<file path="src/rtl/game_flow_ctrl.sv">
// game_flow_ctrl: start/pause sequencer in front of the dino game core.
// Turns key presses into run/restart control, a countdown, a BCD score and a stage select.
module game_flow_ctrl #(
    parameter int unsigned TICK_PERIOD  = 1000,
    parameter int unsigned SCORE_PERIOD = 500
) (
    input  logic        clk,
    input  logic        rst,
    input  logic        key_start,
    input  logic        key_pause,
    input  logic        collision_detected,
    input  logic        game_cleared,
    output logic        run_game,
    output logic        restart,
    output logic [2:0]  state,
    output logic [1:0]  countdown,
    output logic [15:0] score_bcd,
    output logic [1:0]  stage
);
    localparam int unsigned TICK_W  = (TICK_PERIOD > 1) ? $clog2(TICK_PERIOD) : 1;
    localparam int unsigned SCORE_W = (SCORE_PERIOD > 1) ? $clog2(SCORE_PERIOD) : 1;

    localparam logic [2:0] S_IDLE  = 3'd0;
    localparam logic [2:0] S_COUNT = 3'd1;
    localparam logic [2:0] S_RUN   = 3'd2;
    localparam logic [2:0] S_PAUSE = 3'd3;
    localparam logic [2:0] S_OVER  = 3'd4;
    localparam logic [2:0] S_CLEAR = 3'd5;

    logic [2:0]         state_q, state_d;
    logic               key_start_q, key_pause_q;
    logic [TICK_W-1:0]  tick_q, tick_d;
    logic [SCORE_W-1:0] presc_q, presc_d;
    logic [1:0]         countdown_q, countdown_d;
    logic [15:0]        score_q, score_d;
    logic [1:0]         stage_q, stage_d;
    logic               restart_q, restart_d;

    logic press_start, press_pause;
    logic tick_done, count_done, count_entry;

    assign press_start = key_start & ~key_start_q;
    assign press_pause = key_pause & ~key_pause_q;
    assign tick_done   = (state_q == S_COUNT) && (tick_q == TICK_W'(TICK_PERIOD - 1));
    assign count_done  = tick_done && (countdown_q == 2'd1);
    assign count_entry = (state_d == S_COUNT) && (state_q != S_COUNT);

    // Saturating 4-digit BCD increment.
    function automatic logic [15:0] bcd_inc(input logic [15:0] v);
        logic [15:0] r;
        logic        carry;
        r     = v;
        carry = 1'b1;
        if (v != 16'h9999) begin
            for (int i = 0; i < 4; i++) begin
                if (carry) begin
                    if (r[4*i +: 4] == 4'd9) begin
                        r[4*i +: 4] = 4'd0;
                    end else begin
                        r[4*i +: 4] = r[4*i +: 4] + 4'd1;
                        carry       = 1'b0;
                    end
                end
            end
        end
        return r;
    endfunction

    always_ff @(posedge clk) begin
        if (rst) begin
            state_q <= S_IDLE;
        end else begin
            state_q <= state_d;
        end
    end

    always_comb begin
        state_d = state_q;
        case (state_q)
            S_IDLE:  if (press_start) state_d = S_COUNT;
            S_COUNT: if (count_done) state_d = S_RUN;
            S_RUN: begin
                if (collision_detected)  state_d = S_OVER;
                else if (game_cleared)   state_d = S_CLEAR;
                else if (press_pause)    state_d = S_PAUSE;
            end
            S_PAUSE: begin
                if (press_start)         state_d = S_IDLE;
                else if (press_pause)    state_d = S_RUN;
            end
            S_OVER, S_CLEAR: if (press_start) state_d = S_COUNT;
            default: state_d = S_IDLE;
        endcase
    end

    always_comb begin
        run_game = (state_q == S_RUN);
    end

    // Countdown, score prescaler, score and stage bookkeeping.
    always_comb begin
        tick_d      = tick_q;
        presc_d     = presc_q;
        countdown_d = countdown_q;
        score_d     = score_q;
        stage_d     = stage_q;
        restart_d   = count_entry;

        if (state_q == S_COUNT) begin
            if (tick_done) begin
                tick_d      = '0;
                countdown_d = countdown_q - 2'd1;
            end else begin
                tick_d = tick_q + TICK_W'(1);
            end
        end

        if (state_q == S_RUN) begin
            if (presc_q == SCORE_W'(SCORE_PERIOD - 1)) begin
                presc_d = '0;
                score_d = bcd_inc(score_q);
            end else begin
                presc_d = presc_q + SCORE_W'(1);
            end
        end

        if ((state_q == S_IDLE) || ((state_q == S_OVER) && press_start)) begin
            score_d = '0;
        end

        if ((state_q == S_CLEAR) && press_start) begin
            stage_d = (stage_q == 2'd3) ? 2'd1 : stage_q + 2'd1;
        end

        // Fresh countdown and score phase on every COUNT entry.
        if (count_entry) begin
            tick_d      = '0;
            presc_d     = '0;
            countdown_d = 2'd3;
        end
    end

    always_ff @(posedge clk) begin
        if (rst) begin
            key_start_q <= 1'b1;
            key_pause_q <= 1'b1;
            tick_q      <= '0;
            presc_q     <= '0;
            countdown_q <= 2'd0;
            score_q     <= 16'h0000;
            stage_q     <= 2'd1;
            restart_q   <= 1'b0;
        end else begin
            key_start_q <= key_start;
            key_pause_q <= key_pause;
            tick_q      <= tick_d;
            presc_q     <= presc_d;
            countdown_q <= countdown_d;
            score_q     <= score_d;
            stage_q     <= stage_d;
            restart_q   <= restart_d;
        end
    end

    assign restart   = restart_q;
    assign state     = state_q;
    assign countdown = countdown_q;
    assign score_bcd = score_q;
    assign stage     = stage_q;

endmodule

</file>
<file path="config.mk">
export PLATFORM = sky130hd
export DESIGN_NAME = game_flow_ctrl
export DESIGN_NICKNAME = d
export VERILOG_FILES = /design/src/rtl/game_flow_ctrl.sv
export SDC_FILE = /design/constraint.sdc
export NUM_CORES = 1
export LEC_CHECK = 0
export BUFFER_PORTS_ARGS = -buffer_cell sky130_fd_sc_hd__buf_4
export CELL_PAD_IN_SITES_DETAIL_PLACEMENT = 0
export CELL_PAD_IN_SITES_GLOBAL_PLACEMENT = 1
export CORE_MARGIN = 4
export CORE_UTILIZATION = 46
export CTS_CLUSTER_SIZE = 30
export DETAILED_ROUTE_END_ITERATION = 12
export PLACE_DENSITY_LB_ADDON = 0.1
export SYNTH_ARGS = -nofsm -noshare
export SYNTH_HDL_FRONTEND = slang
export SYNTH_SLANG_ARGS = --single-unit
</file>
<file path="constraint.sdc">
create_clock -name clk -period 3.6 [get_ports clk]
set_input_delay 0.72 -clock clk [delete_from_list [all_inputs] [get_ports clk]]
set_output_delay 0.72 -clock clk [all_outputs]
set_load 0.005 [all_outputs]
</file>
==> results.txt, run 1 <==
Routed Antenna Nets = 0
Max FO, Critical Path = 22
drc violations = 0
Ports = 31
via/cell ratio = 5.39
post-CTS setup buffers = 0
maximum vdd ir drop = 0.000293 V
vias in the first global route = 1786
largest net degree at the start of global routing = 31
CP Class = reg2reg
overall die height = 79.5 um
layout cells sized above 1 = 18.0%
fillers = 483
ys async rst share = 0%
Reg area = 901 sq um
Final nets = 303
Synth Area in Simple Gates = 34.0%
Leak = 0.923 nW
CP startpoint kind = flip-flop
Final Slew Violations = 0
sequential-to-total area share from yosys stat = 38.3%
Tmin final = 2.58 ns
Distinct cells, synth = 50
CTS buffer count = 5
Syn Area/Cell = 8.78 sq um
most frequent cells in the layout = dfxtp_1, buf_4, nand2_1
Power Dens Cells = 321 nW/um^2
cell count after synthesis = 268
Synth Flop Type = dfxtp_1
CP Capture Type = flip-flop
unrepaired setup endpoints after global routing = false
1st-pass router iterations = 4
post_cts resized = 0
final hold violation count = 0
Worst Path Required = 3.80 ns
std cell rows = 25
Place WS = 1.04 ns
Chip Width = 79.5 um
Seq cells post-synth = 45
DR vias = 1944
antenna cells = 0
commonest non-fill, non-tap cell in the layout = dfxtp_1
Peak Freq = 388 MHz
H-tree Lvls = 2
Arr. time, crit path = 2.77 ns
Pint = 660 uW
Reg clk slew, reported paths = 0.08 ns
DR iter-0 viols = 105
Sw Share = 22.7%
total power = 855 uW
Hold Crit Class = reg2reg
TNS Setup = 0 ns
clock power share = 35.2%
CTS tree = yes
xor and xnor fraction of the mapped netlist area = 7.45%
multiplexer share of the synthesized area = 3.94%
Synth Area in Adders = 2.13%
Syn Std Cell Area = 2350 sq um
Slew HR = 56.9%
area of the multi-input gates = 1340 sq um
NetSw = 194 uW
Initial Util = 48.5%
clk_lat worst skew = 0.30 ns
CTS Root Cell = clkbuf_8
actual slew at the worst max-slew pin = 0.646 ns
IO buf count = 30
total track usage = 16.6%
Period Utilization, post-route = 71.6%
first-pass GRT wire length = 8450 um
Sequential Power Share = 59.3%
Mapped Nets = 278
clk sink count = 45
Hold Buf Count CTS = 0
max-cap violations = 0
drt total wl = 4810 um
Avg WL per Cell = 13.3 um
Die ar. = 6320 sq um
CTS max path bufs = 2
Detailed Place HPWL = 3340 um
count of flip-flops with a built-in enable after synthesis = 0
synth-to-layout area growth = 13.2%
outcome = complete, no violations
final setup vio count = 0
compound-gate portion of the synthesized area = 9.57%
initial antenna violation count = 0
largest family of logic cells by synthesized area = simple AND/OR/NAND/NOR gates
final worst slack = 1.02 ns
Comb power frac = 5.5%
Worst Skew = 0.0121 ns
last weighted congestion value of the routability-driven placer = 0.808
global route overflow = 0
synth warn = 0
core region area = 4850 sq um
layout make-up:
type                            instances  area share [%]
Sequential cell                        45            33.8
Multi-Input combinational cell        204            50.4
Clock buffer                            8            3.01
Tap cell                               67            3.15
Timing Repair Buffer                   31            8.74
Inverter                                6           0.845
metrics by stage:
step	cells	util (%)	hold WS [ns]	area, sq um
3_3_place_gp	353	53.3	0.495	2580
5_1_grt	361	54.9	0.547	2660
4_1_cts	361	54.9	0.518	2660
6_report	361	54.9	0.506	2660
2_1_floorplan	268	-	0.482	2350
3_5_place_dp	353	53.3	0.506	2580
routing by layer:
layer	vias up	track usage, %	routed length (um)
met5	-	0	0
met2	37	24.0	1910
met1	887	23.9	2610
met4	0	5.67	70
met3	6	4.06	229
li1	1014	-	-
path summary, 6_finish.rpt:
path	start	cells past startpoint	slack, ns	to
setup / recovery	state[0]	5	1.02	presc_q[2]
hold / removal	score_bcd[12]	2	0.51	score_bcd[12]
setup reg to reg	state[0]	5	1.02	presc_q[2]
hold reg to reg	score_bcd[12]	2	0.51	score_bcd[12]
power groups by stage:
| stage | combinational, mW | sequential (mW) | clock (mW) |
|---|---|---|---|
| final | 0.0469 | 0.507 | 0.301 |
| after global routing | 0.0529 | 0.508 | 0.333 |
| after CTS | 0.0475 | 0.507 | 0.311 |
| after detailed placement | 0.0472 | 0.519 | 0 |
| after global placement | 0.0472 | 0.519 | 0 |
| after floorplan | 0.0377 | 0.517 | 0 |
cell families (layout without fill, tap and decap cells):
kind of cell | count (synthesis) | in the layout
AO/OA/AOI/OAI | 33 | 33
XOR/XNOR | 20 | 20
adder cells (fa/ha/maj) | 4 | 4
buffers and inverters | 19 | 45
flip-flops | 45 | 45
multiplexers | 9 | 9
AND/OR/NAND/NOR | 138 | 138
critical path: stages, from the launching register on:
cell and delay, ns:
dfxtp_1 0.51, or3b_1 0.53, nor4_4 0.62, nand2_2 0.14
o2111a_2 0.34, nor4_1 0.33
cell usage after synthesis (2+ instances only):
master     n  area (sq um)
nor4bb_1   5          50.1
o21a_1     3          22.5
ha_1       4          50.1
a21o_1     2          15.0
mux2_2     2          22.5
nand3_1    7          35.0
nor2b_1    7          43.8
dfxtp_1   45           901
inv_1      6          22.5
o21ba_2    2          20.0
buf_6      4          45.0
nor3b_1    2          15.0
buf_1      2          7.51
xnor2_1   13           114
nor2_1    25          93.8
nor4_2     4          50.1
buf_2      2          10.0
o21ai_0    4          20.0
a21oi_1   11          55.1
xor2_1     7          61.3
clkbuf_1   4          15.0
nand4_1    6          37.5
nand2_1   26          97.6
and3_1     3          18.8
nand4b_1   3          26.3
a211oi_1   2          15.0
nor4_1    10          62.6
nor3_1    20           100
a41o_1     2          20.0
mux2i_1    7          70.1
or2_2      3          18.8
a31oi_1    2          12.5
nand2b_1   6          37.5
state kept, by name (all words and copies together) (netlist names):
signal / flops
restart: 1
key_pause_q: 1
stage: 2
tick_q: 10
key_start_q: 1
presc_q: 9
countdown: 2
state: 3
score_bcd: 16
Power figures use the tool's default switching activity.
==> run 2: changes to the inputs <==
--- a/config.mk
+++ b/config.mk
@@ -9,7 +9,7 @@
 export CELL_PAD_IN_SITES_DETAIL_PLACEMENT = 0
 export CELL_PAD_IN_SITES_GLOBAL_PLACEMENT = 1
 export CORE_MARGIN = 4
-export CORE_UTILIZATION = 46
+export CORE_UTILIZATION = 43
 export CTS_CLUSTER_SIZE = 30
 export DETAILED_ROUTE_END_ITERATION = 12
 export PLACE_DENSITY_LB_ADDON = 0.1
==> constraint.sdc (replaced) <==
create_clock -name clk -period 2.7 [get_ports clk]
set_input_delay 0.54 -clock clk [delete_from_list [all_inputs] [get_ports clk]]
set_output_delay 0.54 -clock clk [all_outputs]
set_load 0.005 [all_outputs]
==> results.txt, run 2 (synthesis results as in run 1) <==
outcome = complete, no violations
post_cts resized = 0 (unchanged)
drc violations = 0 (unchanged)
Hold Crit Class = in2reg
Peak Freq = 435 MHz (+12%)
drt total wl = 4780 um (-0.77%)
Crit path largest cell delay = 0.57 ns (-0.05 ns)
Period Utilization, post-route = 85.2% (+14 points)
initial antenna violation count = 0 (unchanged)
unrepaired setup endpoints after global routing = false
Worst Hold Margin = 0.441 ns (-0.0643 ns)
Power Dens Cells = 438 nW/um^2 (+37%)
actual slew at the worst max-slew pin = 0.548 ns (-0.0979 ns)
fillers = 515 (+6.6%)
Crit path depth = 6 (+1)
Avg WL per Cell = 13.0 um (-2.4%)
r2r setup slk = 0.40 ns (-0.62 ns)
CP endpoint = score_bcd[11]
Post-Place Cell Area = 2610 sq um (+1.0%)
antenna cells = 0 (unchanged)
vias in the first global route = 1739 (-2.6%)
CTS tree = yes
Tmin final = 2.30 ns (-0.277 ns)
most frequent cells in the layout = dfxtp_1, buf_4, nand2_1
std cell rows = 26 (+4.0%)
Final Slew Violations = 0 (unchanged)
Chip Width = 82.0 um (+3.1%)
commonest non-fill, non-tap cell in the layout = dfxtp_1
Worst Setup SP = presc_q[0]
Final nets = 306 (+0.99%)
global route overflow = 0 (unchanged)
maximum vdd ir drop = 0.000206 V (-30%)
clk sink count = 45 (unchanged)
Critical Path, Cell by Cell = ha_1, nor4bb_1, nand3_1, nor4b_2, a21boi_0, o21a_1
last weighted congestion value of the routability-driven placer = 0.732 (-9.4%)
via/cell ratio = 5.27 (-2.1%)
kind of cell adding the most delay to the critical path = simple AND/OR/NAND/NOR gates
Leak = 0.954 nW (+3.4%)
CP Buf/Inv Count = 0 (unchanged)
TNS Setup = 0 ns (unchanged)
CP Class = reg2reg
reg2reg path depth = 6 (+1)
final hold violation count = 0 (unchanged)
Max FO, Critical Path = 5 (-77%)
total track usage = 15.2% (-1.4 points)
Finished Cell Area = 2710 sq um (+1.8%)
CP Capture Type = flip-flop
reg2reg end = score_bcd[11]
Worst Skew = 0.00371 ns (-0.00842 ns)
overall die height = 82.0 um (+3.1%)
Worst Path Required = 2.89 ns (-0.91 ns)
Slew HR = 63.0% (+6.0 points)
Initial Util = 45.2% (-3.3 points)
origin of the critical flop-to-flop path = presc_q[0]
CTS max path bufs = 2 (unchanged)
largest net degree at the start of global routing = 31 (unchanged)
layout cells sized above 1 = 19.9% (+1.8 points)
core region area = 5200 sq um (+7.4%)
Ports = 31 (unchanged)
DR iter-0 viols = 78 (-26%)
H-tree Lvls = 2 (unchanged)
DR vias = 1934 (-0.51%)
Reg clk slew, reported paths = 0.08 ns (about the same)
Detailed Place HPWL = 3370 um (+0.92%)
IO buf count = 30 (unchanged)
first-pass GRT wire length = 7960 um (-5.8%)
CP startpoint kind = flip-flop
clk_lat worst skew = 0.29 ns (about the same)
Routed Antenna Nets = 0 (unchanged)
synth-to-layout area growth = 15.3%
Die ar. = 6720 sq um (+6.3%)
Hold Buf Count CTS = 0 (unchanged)
Arr. time, crit path = 2.49 ns (-0.28 ns)
post-CTS setup buffers = 0 (unchanged)
final setup vio count = 0 (unchanged)
Largest register FFs = 16 (unchanged)
1st-pass router iterations = 4 (unchanged)
max-cap violations = 0 (unchanged)
CTS Root Cell = clkbuf_8
CTS buffer count = 5 (unchanged)
Worst path slowest cell = nor4b_2
[run 2: changes by cell type in the layout (fill, tap and decap cells not counted), sizes merged]
cell	previous run	this run
clkinv	0	1
clkbuf	8	7
buf	31	34
[run 2: worst reg2reg max path, stage by stage (launching register included)]
cell and delay [ns]:
dfxtp_1 0.38, ha_1 0.20, nor4bb_1 0.43, nand3_1 0.24, nor4b_2 0.57, a21boi_0 0.17, o21a_1 0.21
[run 2: worst min-delay path by stage]
| stage | slack, ns | end | startpoint | depth (start not counted) |
|---|---|---|---|---|
| after CTS | 0.43 | key_pause_q | key_pause | 2 |
| after detailed placement | 0.51 | stage[1] | stage[1] | 2 |
| after global placement | 0.50 | score_bcd[12] | score_bcd[12] | 2 |
| final | 0.44 | key_pause_q | key_pause | 2 |
| after global routing | 0.44 | key_pause_q | key_pause | 2 |
| after floorplan | 0.48 | score_bcd[12] | score_bcd[12] | 2 |
[run 2: area by class of cell]
class                           instances  area (sq um)  area share (%)
Tap cell                               70          87.6            3.23
Multi-Input combinational cell        204          1340            49.6
Timing Repair Buffer                   34           255            9.41
Inverter                                6          22.5           0.831
Clock inverter                          1          5.00           0.185
Clock buffer                            7          96.3            3.55
Sequential cell                        45           901            33.2
[run 2: power breakdown]
part | switching, mW | internal [mW]
Sequential | 0.00632 | 0.670
Clock | 0.217 | 0.231
Combinational | 0.0362 | 0.0275
Total | 0.260 | 0.929
[run 2: metal layers]
metal / vias to the layer above / part of all wire, % / global-route usage [%]
met4: 0 / 1.3 / 5.15
met5: - / 0 / 0
met1: 879 / 52 / 21.1
li1: 1015 / - / -
met2: 33 / 43 / 22.9
met3: 7 / 4.3 / 3.62
[run 2: metrics by stage]
step	setup WS (ns)	instances	total power [mW]	util, %
after global routing	0.0989	367	1.25	52.1
after CTS	0.341	367	1.21	52.1
after global placement	0.525	359	0.756	50.1
after floorplan	0.525	268	0.740	-
final	0.399	367	1.19	52.1
after detailed placement	0.366	359	0.756	50.1
